<file path="src/rtl/symme_pwm_pkg.sv">
// ============================================================================
// Module      : symme_pwm_pkg
// Description : Shared defaults and FSM state encoding for symme_pwm.
// Revision    : 1.0 - initial release
// ============================================================================
`default_nettype none

package symme_pwm_pkg;

  localparam int unsigned c_cnt_w_def = 16;
  localparam int unsigned c_dt_w_def  = 8;

  typedef enum logic [2:0] {
    ST_OFF      = 3'd0,
    ST_DT_START = 3'd1,
    ST_H_ON     = 3'd2,
    ST_DT_HL    = 3'd3,
    ST_L_ON     = 3'd4,
    ST_DT_LH    = 3'd5
  } pwm_state_e;

endpackage

`default_nettype wire

</file>
<file path="src/rtl/symme_pwm_dt.sv">
// ============================================================================
// Module      : symme_pwm_dt
// Description : Complementary output FSM with dead-time insertion.
// Revision    : 1.0 - initial release
// ============================================================================
`default_nettype none

module symme_pwm_dt
  import symme_pwm_pkg::*;
#(
  parameter int DT_W = c_dt_w_def
) (
  input  logic            clk,
  input  logic            rstn,
  input  logic            raw_q,
  input  logic            en,
  input  logic [DT_W-1:0] dt_cfg,
  output logic            pwm_h,
  output logic            pwm_l
);

  pwm_state_e      r_state;
  pwm_state_e      w_state_nxt;
  logic [DT_W-1:0] r_dt_cnt;
  logic [DT_W-1:0] w_dt_cnt_nxt;
  logic [DT_W:0]   w_dt_inc;
  logic            w_dt_done;
  logic            w_dt_zero;

  assign w_dt_inc  = {1'b0, r_dt_cnt} + {{DT_W{1'b0}}, 1'b1};
  assign w_dt_done = (w_dt_inc == {1'b0, dt_cfg});
  assign w_dt_zero = (dt_cfg == '0);

  always_ff @(posedge clk or posedge rstn) begin
    if (rstn) begin
      r_state  <= ST_OFF;
      r_dt_cnt <= '0;
    end else begin
      r_state  <= w_state_nxt;
      r_dt_cnt <= w_dt_cnt_nxt;
    end
  end

  always_comb begin
    w_state_nxt  = r_state;
    w_dt_cnt_nxt = r_dt_cnt;
    if (!en) begin
      w_state_nxt  = ST_OFF;
      w_dt_cnt_nxt = '0;
    end else begin
      case (r_state)
        ST_OFF: begin
          w_dt_cnt_nxt = '0;
          if (w_dt_zero) w_state_nxt = raw_q ? ST_H_ON : ST_L_ON;
          else           w_state_nxt = ST_DT_START;
        end
        ST_DT_START: begin
          if (w_dt_done) begin
            w_state_nxt  = raw_q ? ST_H_ON : ST_L_ON;
            w_dt_cnt_nxt = '0;
          end else begin
            w_dt_cnt_nxt = w_dt_inc[DT_W-1:0];
          end
        end
        ST_H_ON: begin
          if (!raw_q) begin
            w_state_nxt  = w_dt_zero ? ST_L_ON : ST_DT_HL;
            w_dt_cnt_nxt = '0;
          end
        end
        // A level that bounces back during dead time returns to the old side
        ST_DT_HL: begin
          if (raw_q) begin
            w_state_nxt  = ST_H_ON;
            w_dt_cnt_nxt = '0;
          end else if (w_dt_done) begin
            w_state_nxt  = ST_L_ON;
            w_dt_cnt_nxt = '0;
          end else begin
            w_dt_cnt_nxt = w_dt_inc[DT_W-1:0];
          end
        end
        ST_L_ON: begin
          if (raw_q) begin
            w_state_nxt  = w_dt_zero ? ST_H_ON : ST_DT_LH;
            w_dt_cnt_nxt = '0;
          end
        end
        ST_DT_LH: begin
          if (!raw_q) begin
            w_state_nxt  = ST_L_ON;
            w_dt_cnt_nxt = '0;
          end else if (w_dt_done) begin
            w_state_nxt  = ST_H_ON;
            w_dt_cnt_nxt = '0;
          end else begin
            w_dt_cnt_nxt = w_dt_inc[DT_W-1:0];
          end
        end
        default: begin
          w_state_nxt  = ST_OFF;
          w_dt_cnt_nxt = '0;
        end
      endcase
    end
  end

  assign pwm_h = (r_state == ST_H_ON);
  assign pwm_l = (r_state == ST_L_ON);

endmodule

`default_nettype wire

</file>
<file path="src/rtl/symme_pwm.sv">
// ============================================================================
// Module      : symme_pwm
// Description : Center-aligned complementary PWM with shadowed compare and
//               dead time. Define SYMME_PWM_BRK_EN to add the break input.
// Revision    : 1.0 - initial release
// ============================================================================
`default_nettype none

module symme_pwm
  import symme_pwm_pkg::*;
#(
  parameter int CNT_W = c_cnt_w_def,
  parameter int DT_W  = c_dt_w_def
) (
  input  logic             clk,
  input  logic             rstn,
  input  logic             en,
  input  logic [CNT_W-1:0] cnt,
  input  logic             cmp_wr,
  input  logic [CNT_W-1:0] cmp_val,
  input  logic [DT_W-1:0]  dt_cfg,
  output logic             pwm_h,
  output logic             pwm_l,
  output logic             cmp_upd
`ifdef SYMME_PWM_BRK_EN
  ,
  input  logic             brk,
  input  logic             brk_clr,
  output logic             brk_flag
`endif
);

  logic [CNT_W-1:0] r_cnt_prev;
  logic [CNT_W-1:0] r_cmp_shadow;
  logic [CNT_W-1:0] r_cmp_act;
  logic             r_pending;
  logic             r_raw_q;
  logic             r_cmp_upd;
  logic             w_boundary;
  logic             w_load;
  logic             w_run_en;

  assign w_boundary = en && (cnt == '0) && (r_cnt_prev != '0);
  assign w_load     = w_boundary && r_pending;

  // A write coinciding with the boundary stays pending for one more period
  always_ff @(posedge clk or posedge rstn) begin
    if (rstn) begin
      r_cnt_prev   <= '0;
      r_cmp_shadow <= '0;
      r_cmp_act    <= '0;
      r_pending    <= 1'b0;
      r_raw_q      <= 1'b0;
      r_cmp_upd    <= 1'b0;
    end else begin
      r_cnt_prev <= cnt;
      r_cmp_upd  <= w_load;
      r_raw_q    <= (cnt < r_cmp_act);
      if (w_load) r_cmp_act <= r_cmp_shadow;
      if (cmp_wr) begin
        r_cmp_shadow <= cmp_val;
        r_pending    <= 1'b1;
      end else if (w_load) begin
        r_pending <= 1'b0;
      end
    end
  end

  assign cmp_upd = r_cmp_upd;

`ifdef SYMME_PWM_BRK_EN
  logic r_brk_flag;

  always_ff @(posedge clk or posedge rstn) begin
    if (rstn)                 r_brk_flag <= 1'b0;
    else if (brk)             r_brk_flag <= 1'b1;
    else if (brk_clr)         r_brk_flag <= 1'b0;
  end

  assign brk_flag = r_brk_flag;
  assign w_run_en = en && !brk && !r_brk_flag;
`else
  assign w_run_en = en;
`endif

  symme_pwm_dt #(
    .DT_W (DT_W)
  ) u_dt (
    .clk    (clk),
    .rstn   (rstn),
    .raw_q  (r_raw_q),
    .en     (w_run_en),
    .dt_cfg (dt_cfg),
    .pwm_h  (pwm_h),
    .pwm_l  (pwm_l)
  );

endmodule

`default_nettype wire

</file>
<file path="config.mk">
export PLATFORM = sky130hd
export DESIGN_NAME = symme_pwm
export DESIGN_NICKNAME = d
export VERILOG_FILES = /design/src/rtl/symme_pwm_pkg.sv /design/src/rtl/symme_pwm_dt.sv /design/src/rtl/symme_pwm.sv
export SDC_FILE = /design/constraint.sdc
export NUM_CORES = 1
export LEC_CHECK = 0
export BUFFER_PORTS_ARGS = -buffer_cell sky130_fd_sc_hd__buf_2
export CORE_MARGIN = 10
export CORE_UTILIZATION = 37
export DETAILED_ROUTE_END_ITERATION = 16
export SLEW_MARGIN = 25
export SYNTH_ARGS = -nofsm -noshare
export SYNTH_HDL_FRONTEND = slang
export SYNTH_SLANG_ARGS = --single-unit
</file>
<file path="constraint.sdc">
create_clock -name clk -period 2.9 [get_ports clk]
set_input_delay 0.29 -clock clk [delete_from_list [all_inputs] [get_ports clk]]
set_output_delay 0.29 -clock clk [all_outputs]
set_load 0.01 [all_outputs]
</file>
==> impl_metrics.yaml, run 1 <==
floorplan:
  die_area_um2: 12100
  initial_utilization_pct: 38.6
  ios: 47
  dieHeight_um: 110
  die_w_um: 110
  rows: 32
  coreArea_um2: 7810
cts:
  cts_tree: "built"
  clk_pin_slew_worst_paths_ns: 0.06
  cts_buffers: 9
  clock_latency_ns: 0.34
  h-tree-depth: 3
  postCtsSetupRepairBufs: 0
  cts_resized: 0
  cts_hold_buf: 0
  clock_path_buffers: 2
  clock-sinks: 62
  ctsRootBufferMaster: "clkbuf_8"
worst_setup_path:
  worstRegToRegCells: 7
  start_kind: "flip-flop"
  required_ns: 3.11
  r2r_start: "u_dt.r_dt_cnt[0]"
  crit_type: "flip-flop to flip-flop"
  critPathMaxFanout: 9
  cp-end-kind: "flip-flop"
  r2r_setup_slack_ns: 0.59
  r2r_end: "u_dt.r_dt_cnt[7]"
  arrival_ns: 2.52
place:
  dp_hpwl_um: 4880
  place_worst_setup_slack_ns: 0.599
  gp_congestion: 0.931
  io_buffers: 46
sta:
  post-route-min-period_ns: 2.31
  rsz0062_at_grt: "false"
  hold_viol_final: 0
  tightest_slew_ns: 0.658
  tns_ns: 0
  period_share_pct: 79.7
  slew_viol_final: 0
  finalWorstSetupSlack_ns: 0.589
  maxSlewHeadroom_pct: 56.1
  finalSetupViolations: 0
  fmax_ghz: 0.433
  fin_worst_skew_ns: 0.00311
logic_synthesis:
  synthArstFlopShare_pct: 100
  syn_inst: 259
  ys_ff_latch: 62
  synth_edf_count: 0
  synth_top_flop_cell: "dfrtp_1"
  avgSynthCellArea_um2: 11.6
  syn_area_um2: 3010
  ys_types: 49
  yosysWarnings: 0
  synth_fp_nets: 319
  yosysSeqAreaShare_pct: 51.5
detailed_routing:
  vias_per_cell: 5.17
  drtIter0Drc: 102
  drt_first_pass_iters: 4
  drc_errors: 0
  wl_um: 6280
  ant_nets: 0
  vias: 2156
  wl_per_cell_um: 15.1
final_layout:
  layout_common_cells: "62 x dfrtp_1, 46 x buf_2, 32 x mux2_2, 23 x inv_1, 16 x ha_1"
  fill_cells: 765
  final_layout_size_suffix_gt1_share_pct: 32.1
  syn_to_final_growth_pct: 17.8
  nNetsFinal: 371
  n_antenna_cell: 0
  layout_commonest_cell: "dfrtp_1"
global_route:
  grt_pass1_wl_um: 10700
  track_usage_pct: 11.3
  grt_pass1_vias: 2306
  grt_antenna_before_repair: 0
  grt_max_degree: 34
  grt_overflow: 0
flow_run:
  maxCapViolations: 0
hold_path:
  min_path_type: "input port to asynchronous set/reset pin"
pwr:
  power_leakage_nw: 1.57
  ir_drop_uv: 237
  p_per_area_nw_per_um2: 545
run_status:
  status: "complete, no violations"
[Yosys cell counts, drive strengths merged, types with 2 or more instances]
| library cell | n | area, um2 |
|---|---|---|
| buf | 3 | 15.0 |
| nor4 | 10 | 77.6 |
| o22ai | 3 | 18.8 |
| nand2 | 10 | 40.0 |
| a211oi | 2 | 15.0 |
| xnor2 | 4 | 35.0 |
| dfrtp | 62 | 1550 |
| and4 | 2 | 17.5 |
| nand3 | 7 | 35.0 |
| o211ai | 3 | 22.5 |
| xor2 | 6 | 52.6 |
| nor3 | 4 | 20.0 |
| clkbuf | 6 | 22.5 |
| and2 | 3 | 18.8 |
| inv | 24 | 90.1 |
| nor2 | 5 | 18.8 |
| and3 | 2 | 12.5 |
| a31oi | 5 | 31.3 |
| nor2b | 2 | 12.5 |
| or3 | 3 | 18.8 |
| mux2 | 32 | 360 |
| o2bb2ai | 2 | 17.5 |
| o21ai | 7 | 35.0 |
| ha | 16 | 200 |
| a21o | 8 | 60.1 |
| nand4 | 6 | 43.8 |
| a21oi | 4 | 20.0 |
[cell type report]
class / instances / area (um2) / area share (%)
Timing Repair Buffer: 50 / 260 / 7.33
Clock buffer: 15 / 186 / 5.25
Tap cell: 102 / 128 / 3.60
Multi-Input combinational cell: 164 / 1330 / 37.6
Inverter: 24 / 90.1 / 2.54
Sequential cell: 62 / 1550 / 43.7
[kinds of logic after synthesis]
group,after synthesis,share of synthesized area [%]
DFF,62,51.5
and+or+nand+nor,60,12.0
AOI/OAI and AO/OA,46,10.8
buffers and inverters,33,4.24
muxes,32,12.0
adders and majority gates,16,6.65
xor gates and xnor gates,10,2.91
[layer usage]
| layer | wire [um] | global-route usage (%) |
|---|---|---|
| met5 | 0 | 0 |
| met4 | 125 | 5.05 |
| met3 | 410 | 4.29 |
| met2 | 2950 | 18.3 |
| met1 | 2790 | 13.1 |
[stage by stage]
stage                     power (W)  instances  utilization, %  cell area, um2  hold slack (ns)
after floorplan             0.00115        259               -            3010            0.321
after global placement      0.00124        402            43.1            3360            0.416
after detailed placement    0.00125        402            43.1            3360            0.422
after CTS                   0.00196        417            45.4            3550           0.0521
after global routing        0.00204        417            45.4            3550           0.0683
final                       0.00194        417            45.4            3550           0.0405
[registers in the layout, summed over array words and instances (netlist names)]
register       cells
r_cnt_prev        16
r_raw_q            1
cmp_upd            1
u_dt.r_dt_cnt      8
r_pending          1
u_dt.r_state       3
r_cmp_shadow      16
r_cmp_act         16
[worst max-delay path by stage]
| stage | endpoint | slack [ns] | depth (start not counted) | startpoint |
|---|---|---|---|---|
| 2_1_floorplan | u_dt.r_state[1] | 0.85 | 7 | u_dt.r_dt_cnt[0] |
| 6_report | u_dt.r_dt_cnt[7] | 0.59 | 7 | u_dt.r_dt_cnt[0] |
| 3_3_place_gp | u_dt.r_dt_cnt[7] | 0.65 | 7 | u_dt.r_dt_cnt[0] |
| 3_5_place_dp | u_dt.r_dt_cnt[7] | 0.60 | 7 | u_dt.r_dt_cnt[0] |
| 4_1_cts | u_dt.r_dt_cnt[7] | 0.59 | 7 | u_dt.r_dt_cnt[0] |
| 5_1_grt | u_dt.r_dt_cnt[7] | 0.31 | 7 | u_dt.r_dt_cnt[0] |
[report_power, final]
group / total [W] / internal [W] / switching (W) / leakage (nW)
Combinational: 0.000262 / 0.000121 / 0.000141 / 0.696
Clock: 0.000708 / 0.000400 / 0.000308 / 0.0958
Sequential: 0.000966 / 0.000919 / 0.0000473 / 0.783
Total: 0.00194 / 0.00144 / 0.000496 / 1.57
[critical path, stage by stage (launching register included)]
cell	delay (ns)
dfrtp_1	0.46
ha_1	0.35
xnor2_1	0.16
nand2_1	0.06
a2111oi_0	0.46
nand4_2	0.32
nand2_2	0.26
o22ai_1	0.12
Power figures use the tool's default switching activity.
==> run 2: changes to the inputs <==
ABC_AREA = 1   (was not set)
clock period = 2 ns   (was 2.9 ns; I/O delays follow)
==> run 2 against run 1 <==
Global-route usage is 0.12 points lower. Clock power is 32% higher. Clock-buffer cell count is 3 lower. Core utilization is 0.48 points lower.
==> impl_metrics.yaml, run 2 <==
global_route:
  grt_antenna_before_repair: 0
  track_usage_pct: 11.2
  grt_overflow: 0
  grt_max_degree: 63
  grt_pass1_wl_um: 11600
  grt_pass1_vias: 2583
worst_setup_path:
  required_ns: 2.22
  crit_chain: "buf_4 > inv_1 > nor2_2 > nand3_1 > nand3_1 > nand2_1 > nor2_1 > nand3_1 > nand2_2 > buf_4 > nand2_1 > nand2_1 > nand2_1"
  r2r_start: "u_dt.r_dt_cnt[0]"
  worstSetupStartpoint: "u_dt.r_dt_cnt[0]"
  critPathMaxFanout: 8
  cpPeakStageDelay_ns: 0.41
  arrival_ns: 2.06
  crit_type: "flip-flop to flip-flop"
  start_kind: "flip-flop"
  slowest_stage: "dfrtp_1"
  cp-end-kind: "flip-flop"
  critical_path.most_common_cell: "nand2_1"
final_layout:
  nNetsFinal: 493
  fill_cells: 836
  largestRegisters: "r_cmp_act (16), r_cmp_shadow (16), r_cnt_prev (16)"
  layout_common_cells: "88 x nand2_1, 71 x inv_1, 61 x dfrtp_1, 46 x buf_2, 27 x o21ai_0"
  multi_input_area_um2: 1230
  syn_to_final_growth_pct: 19.2
  layout_commonest_cell: "nand2_1"
  design_area_um2: 3680
  instances_no_fill: 543
  n_antenna_cell: 0
  regArea_um2: 1550
  final_layout_size_suffix_gt1_share_pct: 17.6
detailed_routing:
  wl_um: 6610
  drc_errors: 0
  vias: 2565
  wl_per_cell_um: 12.2
  ant_nets: 0
  drtIter0Drc: 115
  drt_first_pass_iters: 4
  vias_per_cell: 4.72
sta:
  maxSlewHeadroom_pct: 70.9
  hold_viol_final: 0
  period_share_pct: 91.7
  holdWs_ns: 0.0137
  fin_worst_skew_ns: 0.0104
  fmax_ghz: 0.545
  post-route-min-period_ns: 1.83
  finalSetupViolations: 0
  slew_viol_final: 0
  tightest_slew_ns: 0.425
flow_run:
  maxCapViolations: 0
pwr:
  internal-power_w: 0.00193
  power_leakage_nw: 1.77
  ir_drop_uv: 434
  comb_power_share_pct: 13.7
  power_frac_clock_pct: 35.4
  switchingPower_w: 0.000713
  swShare_pct: 26.9
  p_per_area_nw_per_um2: 720
  pwr-share-seq_pct: 50.9
floorplan:
  rows: 33
  initial_utilization_pct: 37.7
  die_area_um2: 12400
  die_w_um: 111
  coreArea_um2: 8180
  dieHeight_um: 111
  ios: 47
cts:
  ctsRootBufferMaster: "clkbuf_8"
  h-tree-depth: 3
  clock_latency_ns: 0.33
  clock_path_buffers: 2
  cts_tree: "built"
  postCtsSetupRepairBufs: 0
  clock-sinks: 62
  cts_buffers: 9
  clk_pin_slew_worst_paths_ns: 0.07
logic_synthesis:
  synth_top_flop_cell: "dfrtp_1"
  avgSynthCellArea_um2: 8.22
  ys_ff_latch: 62
  yosysWarnings: 0
  syn_area_um2: 3080
  synthArstFlopShare_pct: 100
  yosys.area.top_type_share_pct: 50.3
  ys_types: 26
  synth_edf_count: 0
  yosys-top-cells-area: "dfrtp_1 50%, nand2_1 11%, inv_1 8.8%"
  synthXorXnorAreaFrac_pct: 0
  synth_top_family_by_area: "simple AND/OR/NAND/NOR gates"
  yosysSeqAreaShare_pct: 50.3
  synth_area_leader_cell: "dfrtp_1"
  synth-simple-area-share_pct: 22.0
  syn_inst: 375
  muxShareOfSynthArea_pct: 0
  synthAdderAreaFrac_pct: 6.49
  synth_compound_area_share_pct: 11.0
  synth_fp_nets: 435
  yosysMostFrequentCell: "nand2_1"
  synth_commonest_cells: "88 x nand2_1, 72 x inv_1, 62 x dfrtp_1, 27 x o21ai_0, 18 x nor2_1"
place:
  dp_hpwl_um: 5180
  dp_cells: 524
  place_area_um2: 3460
  gp_congestion: 0.827
  io_buffers: 46
run_status:
  status: "complete, no violations"
hold_path:
  min_path_type: "input port to flip-flop"
  min_from: "cnt[12]"
## run 2: changes by cell type in the layout (fill, tap and decap cells not counted), moves of 4 or more
cell | before | now
o21ai_0 | 2 | 27
nor2_1 | 5 | 18
a31oi_1 | 5 | 0
inv_1 | 23 | 71
a21o_1 | 8 | 1
xor2_1 | 6 | 0
mux2_2 | 32 | 0
o21ai_1 | 5 | 14
nand4_1 | 5 | 13
xnor2_1 | 4 | 0
nand2_1 | 9 | 88
nand3_1 | 7 | 17
a21oi_1 | 4 | 10
## run 2: cell families after synthesis
kind of cell / Yosys count
and+or+nand+nor: 153
buffers and inverters: 81
AOI/OAI and AO/OA: 63
DFF: 62
adders and majority gates: 16
## run 2: path summary, 6_finish.rpt
path	slack, ns	endpoint	depth (start not counted)
max	0.17	u_dt.r_state[2]	13
min	0.01	r_cnt_prev[12]	1
max reg2reg	0.17	u_dt.r_state[2]	13
min reg2reg	0.48	r_cmp_act[0]	2
max in group asynchronous	1.24	u_dt.r_dt_cnt[3]	4
min in group asynchronous	0.46	u_dt.r_dt_cnt[4]	4
## run 2: repair_timing
action / 4_1_cts / 5_1_grt
hold endpoints to repair: 64 / 0
resized for setup: 0 / 3
endpoints found under the setup margin: 0 / 3
hold buffers: 3 / 0
## run 2: area by class of cell
cell class / instances / share of cell area, %
clock inverter: 4 / 0.613
tap: 105 / 3.57
clock buffer: 12 / 3.95
multi-input combinational: 232 / 33.5
sequential: 62 / 42.2
inverter: 73 / 7.45
timing repair buffer: 55 / 8.65
## run 2: power groups by stage
| stage | Clock (W) | Combinational [W] | Sequential, W |
|---|---|---|---|
| 2_1_floorplan | 0 | 0.000229 | 0.00136 |
| 3_3_place_gp | 0 | 0.000353 | 0.00137 |
| 3_5_place_dp | 0 | 0.000360 | 0.00137 |
| 4_1_cts | 0.000965 | 0.000367 | 0.00135 |
| 5_1_grt | 0.00103 | 0.000421 | 0.00135 |
| 6_report | 0.000938 | 0.000362 | 0.00135 |
## run 2: layer usage
metal  vias to the layer above  share of wire (%)  wire, um  global-route usage, %
met3                         7                7.1       468                   4.27
li1                       1326                  -         -                      -
met1                      1152                 44      2930                   13.2
met2                        80                 48      3150                   18.3
met4                         0               0.98        65                   3.60
met5                         -                  0         0                      0
## run 2: through the flow
| stage | worst slack, ns | power, W | util [%] | TNS, ns |
|---|---|---|---|---|
| floorplan | 0.259 | 0.00159 | - | 0 |
| global placement | 0.266 | 0.00172 | 42.4 | 0 |
| detailed placement | 0.181 | 0.00173 | 42.4 | 0 |
| CTS | 0.155 | 0.00268 | 44.8 | 0 |
| global route | -0.00757 | 0.00281 | 45.0 | -0.0111 |
| finish | 0.165 | 0.00265 | 45.0 | 0 |
## run 2: worst max-delay path, delay by kind of cell (launching register included)
family / cells / cell delay [ns]
flops: 1 / 0.41
buf+inv: 3 / 0.39
simple gates: 10 / 0.92
==> run 3: changes to the inputs <==
--- a/config.mk
+++ b/config.mk
@@ -12,2 +12,3 @@
 export DETAILED_ROUTE_END_ITERATION = 16
+export GPL_TIMING_DRIVEN = 0
 export SLEW_MARGIN = 25
==> constraint.sdc (replaced) <==
create_clock -name clk -period 2 [get_ports clk]
set_input_delay 0.1 -clock clk [delete_from_list [all_inputs] [get_ports clk]]
set_output_delay 0.1 -clock clk [all_outputs]
set_load 0.01 [all_outputs]
==> run 3 against run 2 <==
Clock power rose by 27%. Power rose by 11%. Flip-flop and latch count unchanged. Largest cell class unchanged. Setup slack worse by 0.015 ns. Final cell count rose by 6.1%. Register-to-register slack better by 0.05 ns. Worst hold slack improved by 0.014 ns. Core utilization up 4.3 points. Fmax decreased by 0.83%. Critical path depth down 4. Combinational power increased by 12%.
==> impl_metrics.yaml, run 3 (same netlist as run 2, synthesis figures left out) <==
place:
  place_worst_setup_slack_ns: 0.146
  gp_congestion: 0.838
  place_area_um2: 3480
  dp_hpwl_um: 5350
  io_buffers: 46
final_layout:
  layout_common_cells: "88 x nand2_1, 71 x inv_1, 61 x dfrtp_1, 47 x buf_2, 33 x dlygate4sd3_1"
  largestRegisters: "r_cmp_act (16), r_cmp_shadow (16), r_cnt_prev (16)"
  final_layout_size_suffix_gt1_share_pct: 16.3
  nNetsFinal: 526
  layout_commonest_cell: "nand2_1"
  fill_cells: 811
  syn_to_final_growth_pct: 30.6
  n_antenna_cell: 0
  design_area_um2: 4030
global_route:
  grt_max_degree: 56
  grt_pass1_vias: 2726
  grt_antenna_before_repair: 0
  grt_overflow: 0
  grt_pass1_wl_um: 12400
  track_usage_pct: 11.9
detailed_routing:
  vias: 2724
  ant_nets: 0
  wl_per_cell_um: 12.5
  wl_um: 7200
  drtIter0Drc: 110
  vias_per_cell: 4.73
  drc_errors: 0
  drt_first_pass_iters: 4
cts:
  cts_buffers: 9
  clk_pin_slew_worst_paths_ns: 0.07
  clock_latency_ns: 0.33
  clock_path_buffers: 2
  ctsRootBufferMaster: "clkbuf_8"
  clock-sinks: 62
  h-tree-depth: 3
  cts_tree: "built"
sta:
  finalWorstSetupSlack_ns: 0.150
  hold_viol_final: 0
  fin_worst_skew_ns: 0.00987
  finalSetupViolations: 0
  maxSlewHeadroom_pct: 52.3
  post-route-min-period_ns: 1.85
  period_share_pct: 92.5
  rsz0062_at_grt: "false"
  fmax_ghz: 0.541
  slew_viol_final: 0
  tns_ns: 0
  tightest_slew_ns: 0.698
  holdWs_ns: 0.0277
worst_setup_path:
  r2r_setup_slack_ns: 0.22
  critical_path.most_common_cell: "nand2_1"
  r2r_end: "u_dt.r_state[1]"
  crit_chain: "dlygate4sd3_1 > buf_2 > nor2_1 > nand2_1 > nor4_1 > nand4_1 > clkbuf_2 > nand2_1 > o21ai_0"
  slowest_stage: "dlygate4sd3_1"
  arrival_ns: 2.05
  path_delay_family: "buffers and inverters"
  worstRegToRegCells: 7
  critPathMaxFanout: 10
  cp-end-kind: "flip-flop"
  cpPeakStageDelay_ns: 0.55
  path_buf_inv: 3
  crit_type: "input port to flip-flop"
  required_ns: 2.20
  start_kind: "input port"
  r2r_start: "u_dt.r_state[2]"
floorplan:
  initial_utilization_pct: 37.7
  die_w_um: 111
  dieHeight_um: 111
  ios: 47
  rows: 33
  die_area_um2: 12400
  coreArea_um2: 8180
run_status:
  status: "complete, no violations"
hold_path:
  hold_end: "r_cmp_shadow[12]"
  min_path_type: "input port to flip-flop"
  worst_hold_path.num_cells: 2
  min_from: "cmp_wr"
pwr:
  p_per_area_nw_per_um2: 732
  ir_drop_uv: 439
  total_power_w: 0.00295
  power_leakage_nw: 1.92
flow_run:
  maxCapViolations: 0
## run 3: final cells by class
cell class | count | area, um2 | area share [%]
flip-flops and latches | 62 | 1550 | 38.5
multi-input cells | 232 | 1220 | 30.3
repair buffers | 80 | 588 | 14.6
inverters | 73 | 277 | 6.86
clock buffers | 12 | 145 | 3.60
well taps | 105 | 131 | 3.26
clock inverters | 4 | 70.1 | 1.74
plain buffers | 8 | 42.5 | 1.06
## run 3: stage by stage
stage	util [%]	std cells
floorplan	-	375
global placement	42.1	526
detailed placement	42.5	527
CTS	49.2	576
global route	49.3	576
finish	49.3	576
## run 3: worst max-delay path by stage
| stage | start | endpoint | cells past startpoint |
|---|---|---|---|
| floorplan | rstn | cmp_upd | 1 |
| global placement | rstn | r_cmp_shadow[0] | 2 |
| detailed placement | r_cnt_prev[1] | r_cmp_act[8] | 6 |
| CTS | cnt[3] | r_cmp_act[15] | 9 |
| global route | cnt[3] | r_cmp_act[13] | 9 |
| finish | cnt[3] | r_cmp_act[15] | 9 |
## run 3: where the power goes
| part | internal, W | switching (W) |
|---|---|---|
| Combinational | 0.000173 | 0.000234 |
| Sequential | 0.00132 | 0.0000285 |
| Clock | 0.000733 | 0.000461 |
| Total | 0.00222 | 0.000724 |
## run 3: per-layer routing
metal | vias to the layer above | GRT usage, % | share of wire [%]
met5 | - | 0 | 0
met4 | 0 | 5.06 | 1.6
met3 | 10 | 2.49 | 4.4
met2 | 54 | 21.1 | 51
met1 | 1262 | 13.5 | 43
li1 | 1398 | - | -
## run 3: timing repair
item / in CTS / in global routing
hold buffers: 33 / 0
gates resized for setup: 0 / 8
hold endpoints to repair: 94 / 0
buffers inserted: 0 / 0
setup endpoints to repair: 0 / 23
